==> config.mk <==
export PLATFORM = sky130hd
export DESIGN_NAME = rep_str_seq
export DESIGN_NICKNAME = d
export VERILOG_FILES = /design/src/rtl/rep_str_seq_pkg.sv /design/src/rtl/rep_str_seq.sv
export SDC_FILE = /design/constraint.sdc
export NUM_CORES = 1
export LEC_CHECK = 0
export ABC_AREA = 1
export BUFFER_PORTS_ARGS = -buffer_cell sky130_fd_sc_hd__buf_2
export CORE_MARGIN = 4
export CORE_UTILIZATION = 50
export DETAILED_ROUTE_END_ITERATION = 10
export PLACE_DENSITY = 0.72
export SLEW_MARGIN = 20
export SYNTH_ARGS = -nofsm -noshare
export SYNTH_HDL_FRONTEND = slang
export SYNTH_SLANG_ARGS = --single-unit
==> constraint.sdc <==
create_clock -name clk -period 5.4 [get_ports clk]
set_input_delay 0.27 -clock clk [delete_from_list [all_inputs] [get_ports clk]]
set_output_delay 0.27 -clock clk [all_outputs]
set_load 0.02 [all_outputs]
==> src/rtl/rep_str_seq_pkg.sv <==
// ---------------------------------------------------------------------------
// rep_str_seq_pkg
// Shared execute-stage definitions used by the string-instruction sequencer:
// FSM state encoding, string op codes, secondary ALU op constants, and two
// small helpers that describe the per-op state walk.
// ---------------------------------------------------------------------------
package rep_str_seq_pkg;

  typedef enum logic [2:0] {
    ST_IDLE   = 3'd0,
    ST_RD     = 3'd1,
    ST_WR     = 3'd2,
    ST_UPD_SI = 3'd3,
    ST_UPD_DI = 3'd4,
    ST_DONE   = 3'd5
  } state_t;

  typedef enum logic [1:0] {
    OP_MOVS = 2'b00,
    OP_STOS = 2'b01,
    OP_LODS = 2'b10,
    OP_RSVD = 2'b11
  } str_op_t;

  localparam logic [3:0] ALU2_PASS_SR1 = 4'b0000;
  localparam logic [3:0] ALU2_PTR_STEP = 4'b0101;
  localparam logic [3:0] ALU2_ESP_INC  = 4'b0100;
  localparam logic [3:0] ALU2_ESP_DEC  = 4'b0110;

  // First state of one iteration: STOS has no read phase.
  function automatic state_t first_state(input str_op_t op);
    return (op == OP_STOS) ? ST_WR : ST_RD;
  endfunction

  // Last pointer update of an iteration; this is where ECX is decremented.
  function automatic logic is_final(input state_t s, input str_op_t op);
    return (s == ST_UPD_DI) || (s == ST_UPD_SI && op == OP_LODS);
  endfunction

endpackage

==> src/rtl/rep_str_seq.sv <==
// ---------------------------------------------------------------------------
// rep_str_seq
// Execute-stage sequencer for MOVS/STOS/LODS (optionally REP-prefixed).
// Walks each element through read, write and pointer-step states, drives the
// secondary ALU pointer-step path, decrements ECX per REP iteration and
// stalls upstream until the instruction retires with a one-cycle done pulse.
//
// Optional feature macro: REP_STR_INTR_EN
//   defined   -> i_intr_pend port exists; a pending interrupt ends a REP
//                instruction after the current iteration (ECX holds the
//                remaining count so the instruction can resume).
//   undefined -> no interrupt port; REP always runs to completion.
//
// Ports:
//   clk, rst_n        clock, asynchronous active-low reset
//   i_start           decoded string instruction valid (sampled in IDLE)
//   i_str_op          00 MOVS, 01 STOS, 10 LODS, 11 reserved (NOP)
//   i_rep             REP prefix present
//   i_ecx_in          ECX at start
//   i_df_in           direction flag (consumed by the ALU step path)
//   o_mem_rd_req/i_mem_rd_ack   element read handshake
//   o_mem_wr_req/i_mem_wr_ack   element write handshake
//   o_alu2_op         secondary ALU op select
//   o_ptr_sel         pointer on ALU sr2: 0 ESI, 1 EDI
//   o_ptr_we          write ALU result to selected pointer
//   o_ecx_we/o_ecx_out  ECX write strobe and decremented count
//   o_stall           hold upstream stages
//   o_done            one-cycle retire pulse
//   i_intr_pend       interrupt pending (REP_STR_INTR_EN only)
// ---------------------------------------------------------------------------
module rep_str_seq
  import rep_str_seq_pkg::*;
#(
  parameter int CNT_W = 32
) (
  input  logic             clk,
  input  logic             rst_n,
  input  logic             i_start,
  input  logic [1:0]       i_str_op,
  input  logic             i_rep,
  input  logic [CNT_W-1:0] i_ecx_in,
  input  logic             i_df_in,
  output logic             o_mem_rd_req,
  input  logic             i_mem_rd_ack,
  output logic             o_mem_wr_req,
  input  logic             i_mem_wr_ack,
  output logic [3:0]       o_alu2_op,
  output logic             o_ptr_sel,
  output logic             o_ptr_we,
  output logic             o_ecx_we,
  output logic [CNT_W-1:0] o_ecx_out,
  output logic             o_stall,
`ifdef REP_STR_INTR_EN
  input  logic             i_intr_pend,
`endif
  output logic             o_done
);

  state_t           r_state;
  str_op_t          r_op;
  logic             r_rep;
  logic [CNT_W-1:0] r_cnt;

  // Registered outputs, decoded from the state being entered.
  logic             r_rd_req;
  logic             r_wr_req;
  logic [3:0]       r_alu2_op;
  logic             r_ptr_sel;
  logic             r_ptr_we;
  logic             r_ecx_we;
  logic [CNT_W-1:0] r_ecx_out;
  logic             r_done;
  logic             r_busy;

  state_t           w_state_next;
  str_op_t          w_op_next;
  logic             w_rep_next;
  logic [CNT_W-1:0] w_cnt_next;
  logic [CNT_W-1:0] w_cnt_dec;
  logic             w_final;
  logic             w_final_next;
  logic             w_intr_exit;
  logic             w_df_unused;

  // The step sign is applied inside the ALU; the flag is not needed here.
  assign w_df_unused = i_df_in;

`ifdef REP_STR_INTR_EN
  assign w_intr_exit = i_intr_pend;
`else
  assign w_intr_exit = 1'b0;
`endif

  assign w_cnt_dec = r_cnt - CNT_W'(1);
  assign w_final   = is_final(r_state, r_op);

  always_comb begin
    w_state_next = r_state;
    w_op_next    = r_op;
    w_rep_next   = r_rep;
    w_cnt_next   = r_cnt;
    case (r_state)
      ST_IDLE: begin
        if (i_start) begin
          w_op_next  = str_op_t'(i_str_op);
          w_rep_next = i_rep;
          w_cnt_next = i_ecx_in;
          // REP with ECX==0 performs zero iterations.
          if (i_str_op == OP_RSVD || (i_rep && i_ecx_in == '0)) begin
            w_state_next = ST_DONE;
          end else begin
            w_state_next = first_state(str_op_t'(i_str_op));
          end
        end
      end
      ST_RD: begin
        if (i_mem_rd_ack) begin
          w_state_next = (r_op == OP_LODS) ? ST_UPD_SI : ST_WR;
        end
      end
      ST_WR: begin
        if (i_mem_wr_ack) begin
          w_state_next = (r_op == OP_MOVS) ? ST_UPD_SI : ST_UPD_DI;
        end
      end
      ST_UPD_SI, ST_UPD_DI: begin
        if (!w_final) begin
          w_state_next = ST_UPD_DI;
        end else if (r_rep) begin
          w_cnt_next = w_cnt_dec;
          if (w_cnt_dec == '0 || w_intr_exit) begin
            w_state_next = ST_DONE;
          end else begin
            w_state_next = first_state(r_op);
          end
        end else begin
          w_state_next = ST_DONE;
        end
      end
      ST_DONE: w_state_next = ST_IDLE;
      default: w_state_next = ST_IDLE;
    endcase
  end

  assign w_final_next = is_final(w_state_next, w_op_next);

  // Outputs are registered against the next state so they line up with the
  // state they describe; the count only changes in the final state, so
  // w_cnt_next - 1 on entry equals the value written during that state.
  always_ff @(posedge clk or negedge rst_n) begin
    if (!rst_n) begin
      r_state   <= ST_IDLE;
      r_op      <= OP_MOVS;
      r_rep     <= 1'b0;
      r_cnt     <= '0;
      r_rd_req  <= 1'b0;
      r_wr_req  <= 1'b0;
      r_alu2_op <= ALU2_PASS_SR1;
      r_ptr_sel <= 1'b0;
      r_ptr_we  <= 1'b0;
      r_ecx_we  <= 1'b0;
      r_ecx_out <= '0;
      r_done    <= 1'b0;
      r_busy    <= 1'b0;
    end else begin
      r_state   <= w_state_next;
      r_op      <= w_op_next;
      r_rep     <= w_rep_next;
      r_cnt     <= w_cnt_next;
      r_rd_req  <= (w_state_next == ST_RD);
      r_wr_req  <= (w_state_next == ST_WR);
      r_ptr_we  <= (w_state_next == ST_UPD_SI) || (w_state_next == ST_UPD_DI);
      r_ptr_sel <= (w_state_next == ST_UPD_DI);
      r_alu2_op <= ((w_state_next == ST_UPD_SI) || (w_state_next == ST_UPD_DI)) ?
                   ALU2_PTR_STEP : ALU2_PASS_SR1;
      r_ecx_we  <= w_final_next && w_rep_next;
      r_ecx_out <= (w_final_next && w_rep_next) ? (w_cnt_next - CNT_W'(1)) : '0;
      r_done    <= (w_state_next == ST_DONE);
      r_busy    <= (w_state_next != ST_IDLE) && (w_state_next != ST_DONE);
    end
  end

  assign o_mem_rd_req = r_rd_req;
  assign o_mem_wr_req = r_wr_req;
  assign o_alu2_op    = r_alu2_op;
  assign o_ptr_sel    = r_ptr_sel;
  assign o_ptr_we     = r_ptr_we;
  assign o_ecx_we     = r_ecx_we;
  assign o_ecx_out    = r_ecx_out;
  assign o_done       = r_done;
  // Stall already in the accepting cycle so upstream holds the instruction.
  assign o_stall      = ((r_state == ST_IDLE) && i_start) || r_busy;

endmodule

Word-level counts from Yosys, hierarchy flattened
Cells that the tools add are included.

word-level totals
  bits in registers = 80
  logic and storage cells = 69

cells by class
  muxes and demuxes = 22
  reductions and logical operators = 17
  add/sub/neg operators = 2
  equality and inequality tests = 15

operator list
  cell                     number
  $mux W32                 4
  $logic_not A32 Y1        2
  $pmux W32 S2             1
  $sub A32 B1 Y32 const B  2
  $mux W3                  9
  $eq A3 B2 Y1 const B     4
  $pmux W3 S4              1
  $eq A3 B3 Y1 const B     3
  $mux W2                  4
  $eq A2 B2 Y1 const B     3
  $eq A3 B1 Y1 const B     2
  $logic_and A1 B1 Y1      6
  $logic_or A1 B1 Y1       5
  $eq A2 B1 Y1 const B     2
  $logic_not A3 Y1         1
  $mux W1                  3
  $ne A3 B3 Y1 const B     1
  $reduce_bool A3 Y1       1
  $logic_not A2 Y1         1
  $reduce_or A2 Y1         1

Longest topological paths before layout
  depth in word-level cells = 11
  gate-level depth with buffers = 22
  gate-level depth less buffers = 21

Worst setup path before layout
Ideal clock, no wire load.

  path type = reg-to-reg
  from = reg r_cnt[0]
  to = reg r_ecx_out[5], in the netlist o_ecx_out[5]
  stages on the path, launching flop included = 23
  data required time = 5279 ps
  path slack = 2934 ps
  library setup time = 121 ps
  period minus slack after synthesis = 2466 ps
  path buffers = 1
  arrival time = 2345 ps
  cells stage by stage = dfrtp_1 > inv_1 > ha_1 > nand2_2 > nor2_8 > nand2_2 > nand2_1 > nand2_1 > nor2_1 > nand2_1 > nor2_1 > nand2_1 > nor2_1 > nand2_1 > nand3_1 > nand2_1 > nand2_2 > nor2_2 > nand2_1 > nand2_2 > nand2_4 > buf_6 > nor2_2

on the way
  longest elaborated chain between the ends = 11
  elaborated cells on any way between the ends = 17
  classes of those cells = 2 x add/sub; 2 x eq/ne; 9 x mux; 4 x reduce/logical

RTL lines
  element                  line                   source
  start, declared          rep_str_seq.sv:62      logic [CNT_W-1:0] r_cnt;
  start signal, assigned   rep_str_seq.sv:169     r_cnt <= w_cnt_next;
  $sub A32 B1 Y32 (*)      rep_str_seq.sv:94      assign w_cnt_dec = r_cnt - CNT_W'(1);
  $logic_not A32 Y1 (*)    rep_str_seq.sv:131     if (w_cnt_dec == '0 || w_intr_exit) begin
  $mux W3 (*)              rep_str_seq.sv:131
  $mux W3 (*)              rep_str_seq.sv:129     end else if (r_rep) begin
  $mux W3 (*)              rep_str_seq.sv:127     if (!w_final) begin
  $pmux W3 S4 (*)          rep_str_seq.sv:102     case (r_state)
  net w_state_next[0]      rep_str_seq.sv:75      state_t w_state_next;
  $eq A3 B2 Y1             rep_str_seq_pkg.sv:37  return (s == ST_UPD_DI) || (s == ST_UPD_SI && op == OP_LODS);
  $logic_and A1 B1 Y1      rep_str_seq_pkg.sv:37
  $logic_or A1 B1 Y1 (*)   rep_str_seq_pkg.sv:37
  $logic_and A1 B1 Y1 (*)  rep_str_seq.sv:177     r_ecx_out <= (w_final_next && w_rep_next) ? (w_cnt_next - CNT_W'(1)) : '0;
  $mux W32 (*)             rep_str_seq.sv:177
  end signal, assigned     rep_str_seq.sv:177
  end, declared            rep_str_seq.sv:71      logic [CNT_W-1:0] r_ecx_out;

Mark *: on every way through the listed nets, which the timed path passes. The rest lies on a longest branch.

Worst setup path in the final report
  from = reg r_op[1]
  to = reg r_ecx_out[24], in the netlist o_ecx_out[24]

on the way
  elaborated cells on any way between the ends = 26
  classes of those cells = 1 x add/sub; 5 x eq/ne; 14 x mux; 6 x reduce/logical

RTL lines
  element                 line                   source
  start, declared         rep_str_seq.sv:60      str_op_t r_op;
  start signal, assigned  rep_str_seq.sv:167     r_op <= w_op_next;
  $eq A2 B2 Y1            rep_str_seq_pkg.sv:37
  $logic_and A1 B1 Y1     rep_str_seq_pkg.sv:37
  $logic_or A1 B1 Y1      rep_str_seq_pkg.sv:37
  $mux W32                rep_str_seq.sv:127
  $pmux W32 S2            rep_str_seq.sv:102
  net w_cnt_next[22]      rep_str_seq.sv:78      logic [CNT_W-1:0] w_cnt_next;
  $sub A32 B1 Y32         rep_str_seq.sv:177
  $mux W32                rep_str_seq.sv:177

The timed path passes the listed nets, and every way through them passes these cells.

==> results.yml <==
cts:
  ctsHtreeMaxLevel: 3
  clkTransAtPathRegs_ps: 100
  cts_setup_buffers: 0
  tritoncts: "yes"
  cts_buffer_depth: 2
  clk_latency_ps: 370
  clock_sinks: 77
  cts_buffers: 9
  cts_resized: 0
  ctsHoldBuffers: 0
  root_buffer: "clkbuf_8"
sta:
  max_freq_ghz: 0.303
  finalSetupViolCount: 0
  hold_viol: 0
  whs_ps: 27.9
  worst_slack_ps: 2100
  rsz0062_at_grt: "false"
  relSlewSlack: 0.353
  finalCritPeriodShare: 0.611
  period_needed_ps: 3300
  worstMarginPinSlew_ps: 968
  skew_ps: 15.6
  finalSetupTns_ps: 0
  drv_slew: 0
logic_synthesis:
  synth_top_area_cell: "dfrtp_1"
  async_reset_ff_frac: 1.00
  synth_common_cells: "nand2_1 (201), nor2_1 (149), inv_1 (98), dfrtp_1 (77), nand3_1 (53)"
  yosysWarnings: 0
  ys_ff_latch: 77
  synth_cells: 808
  synth.yosys.seq_area_share: 0.350
  synth.most_common_cell: "nand2_1"
  ys_types: 42
  synth_top_area_frac: 0.350
  syn_avg_cell_area_um2: 6.82
  synth_edf_count: 0
  synthTopCellsByArea: "dfrtp_1 (35%), nand2_1 (14%), nor2_1 (10%)"
  netlist_area_um2: 5510
  synthFlopType: "dfrtp_1"
worst_hold_path:
  holdCritPathClass: "input port to asynchronous set/reset pin"
placed_design:
  dp_cells: 1013
  place_congestion: 0.939
  port-buffer-count: 80
  post-place-ws_ps: 2190
  place_area_um2: 5970
  place_hpwl_um: 12400
floorplan:
  ios: 84
  start_util: 0.510
  die-area_um2: 12800
  num_rows: 38
  die-height_um: 113
  coreArea_um2: 10800
  die_w_um: 113
final_layout:
  diodes: 0
  layout.cells.non_filler: 1029
  design_area_um2: 6160
  finish.utilization: 0.570
  syn_to_final_growth_pct: 11.8
  drive_gt1_frac: 0.205
  nets: 928
drt:
  routed_wl_um: 15700
  routed_via_density: 5.18
  final_antenna_net_count: 0
  drtIter0Drc: 364
  drc: 0
  wire_per_inst_um: 15.3
  firstDrtPassIters: 5
  num_vias: 5326
critical_path:
  end_kind: "flip-flop"
  slowest_delay_ps: 640
  critPathKind: "flip-flop to flip-flop"
  crit_top_cell: "nor2_1"
  crit_family: "simple AND/OR/NAND/NOR gates"
  path_cells: "inv_2, nor2_1, nor2_1, nor2_4, nand2_2, nand2_4, nand2_4, clkinv_2, o211ai_1, nor2_1, nand2_1, nor2_1, nand3_1, xor2_1, nor2_2"
  crit_buf_inv: 2
  arrival_ps: 3540
  cp.required_ps: 5640
  cpMaxStageDelayCell: "o211ai_1"
  startpoint_type: "flip-flop"
  critPathMaxFanout: 14
global_routing:
  grt_pass1_wl_um: 25600
  grt_max_degree: 78
  grt_usage: 0.254
  grt_overflow_total: 0
  antenna_found_initial: 0
  grt_pass1_vias: 5115
run_status:
  outcome: "completed"
pwr:
  p_leak_nw: 3.20
  powerDensity_nw_per_um2: 684
  ir_drop_uv: 358
  total_power_mw: 4.21
flow_run:
  drv_cap: 0
-- kinds of logic (layout without fill, tap and decap cells) --
logic type	count (synthesis)	after routing	share of synthesized area
XOR/XNOR	26	26	0.0413
flip-flops	77	77	0.350
adder cells (fa/ha/maj)	3	3	0.00682
AND/OR/NAND/NOR	499	499	0.416
other	1	2	0.000681
AO/OA/AOI/OAI	71	71	0.0836
buffers and inverters	131	211	0.102
-- per-layer routing --
| metal | share of wire | wire (um) | track usage |
|---|---|---|---|
| met5 | 0 | 0 | 0 |
| met4 | 0.017 | 269 | 0.0609 |
| met3 | 0.066 | 1040 | 0.0348 |
| met2 | 0.46 | 7230 | 0.412 |
| met1 | 0.46 | 7200 | 0.362 |
-- worst paths after layout --
kind                              from             to  slack (ps)  cells after the start
setup / recovery               r_op[1]  o_ecx_out[24]        2100                     15
hold / removal                   rst_n     r_state[1]          30                      1
setup reg to reg               r_op[1]  o_ecx_out[24]        2100                     15
hold reg to reg              r_cnt[31]      r_cnt[31]         560                      2
max in group asynchronous        rst_n  o_ecx_out[17]        4730                      1
min in group clk           i_str_op[0]        r_op[0]         200                      3
-- sequential cells by signal, indices dropped and copies added, names as in the netlist --
register / count
r_busy: 1
o_ptr_sel: 1
o_alu2_op: 1
o_mem_wr_req: 1
r_state: 3
o_mem_rd_req: 1
r_op: 2
o_ecx_out: 32
r_rep: 1
o_done: 1
o_ecx_we: 1
r_cnt: 32
-- cells in the final DEF (no fill, tap or decap), types with 14 or more instances in the layout --
master     n
nand2_1  201
nor2_1   149
inv_1     98
buf_2     79
dfrtp_1   77
nand3_1   53
nor2_2    30
o21ai_0   22
xor2_1    20
o21ai_1   16
nand4_1   15
inv_2     14
-- power by group --
group | switching, mW | total, mW | internal (mW)
logic | 2.01 | 2.81 | 0.796
registers | 0.180 | 0.979 | 0.799
clock network | 0.244 | 0.427 | 0.183
total | 2.43 | 4.21 | 1.78
-- layout make-up --
cell class                      instances  area (um2)
Inverter                              114         429
Clock inverter                          6        46.3
Clock buffer                           10         138
Sequential cell                        77        1930
Tap cell                              140         175
Multi-Input combinational cell        601        3030
Timing Repair Buffer                   81         410
Fill cell                            1059        4640
(Power assumes the default switching activity.)
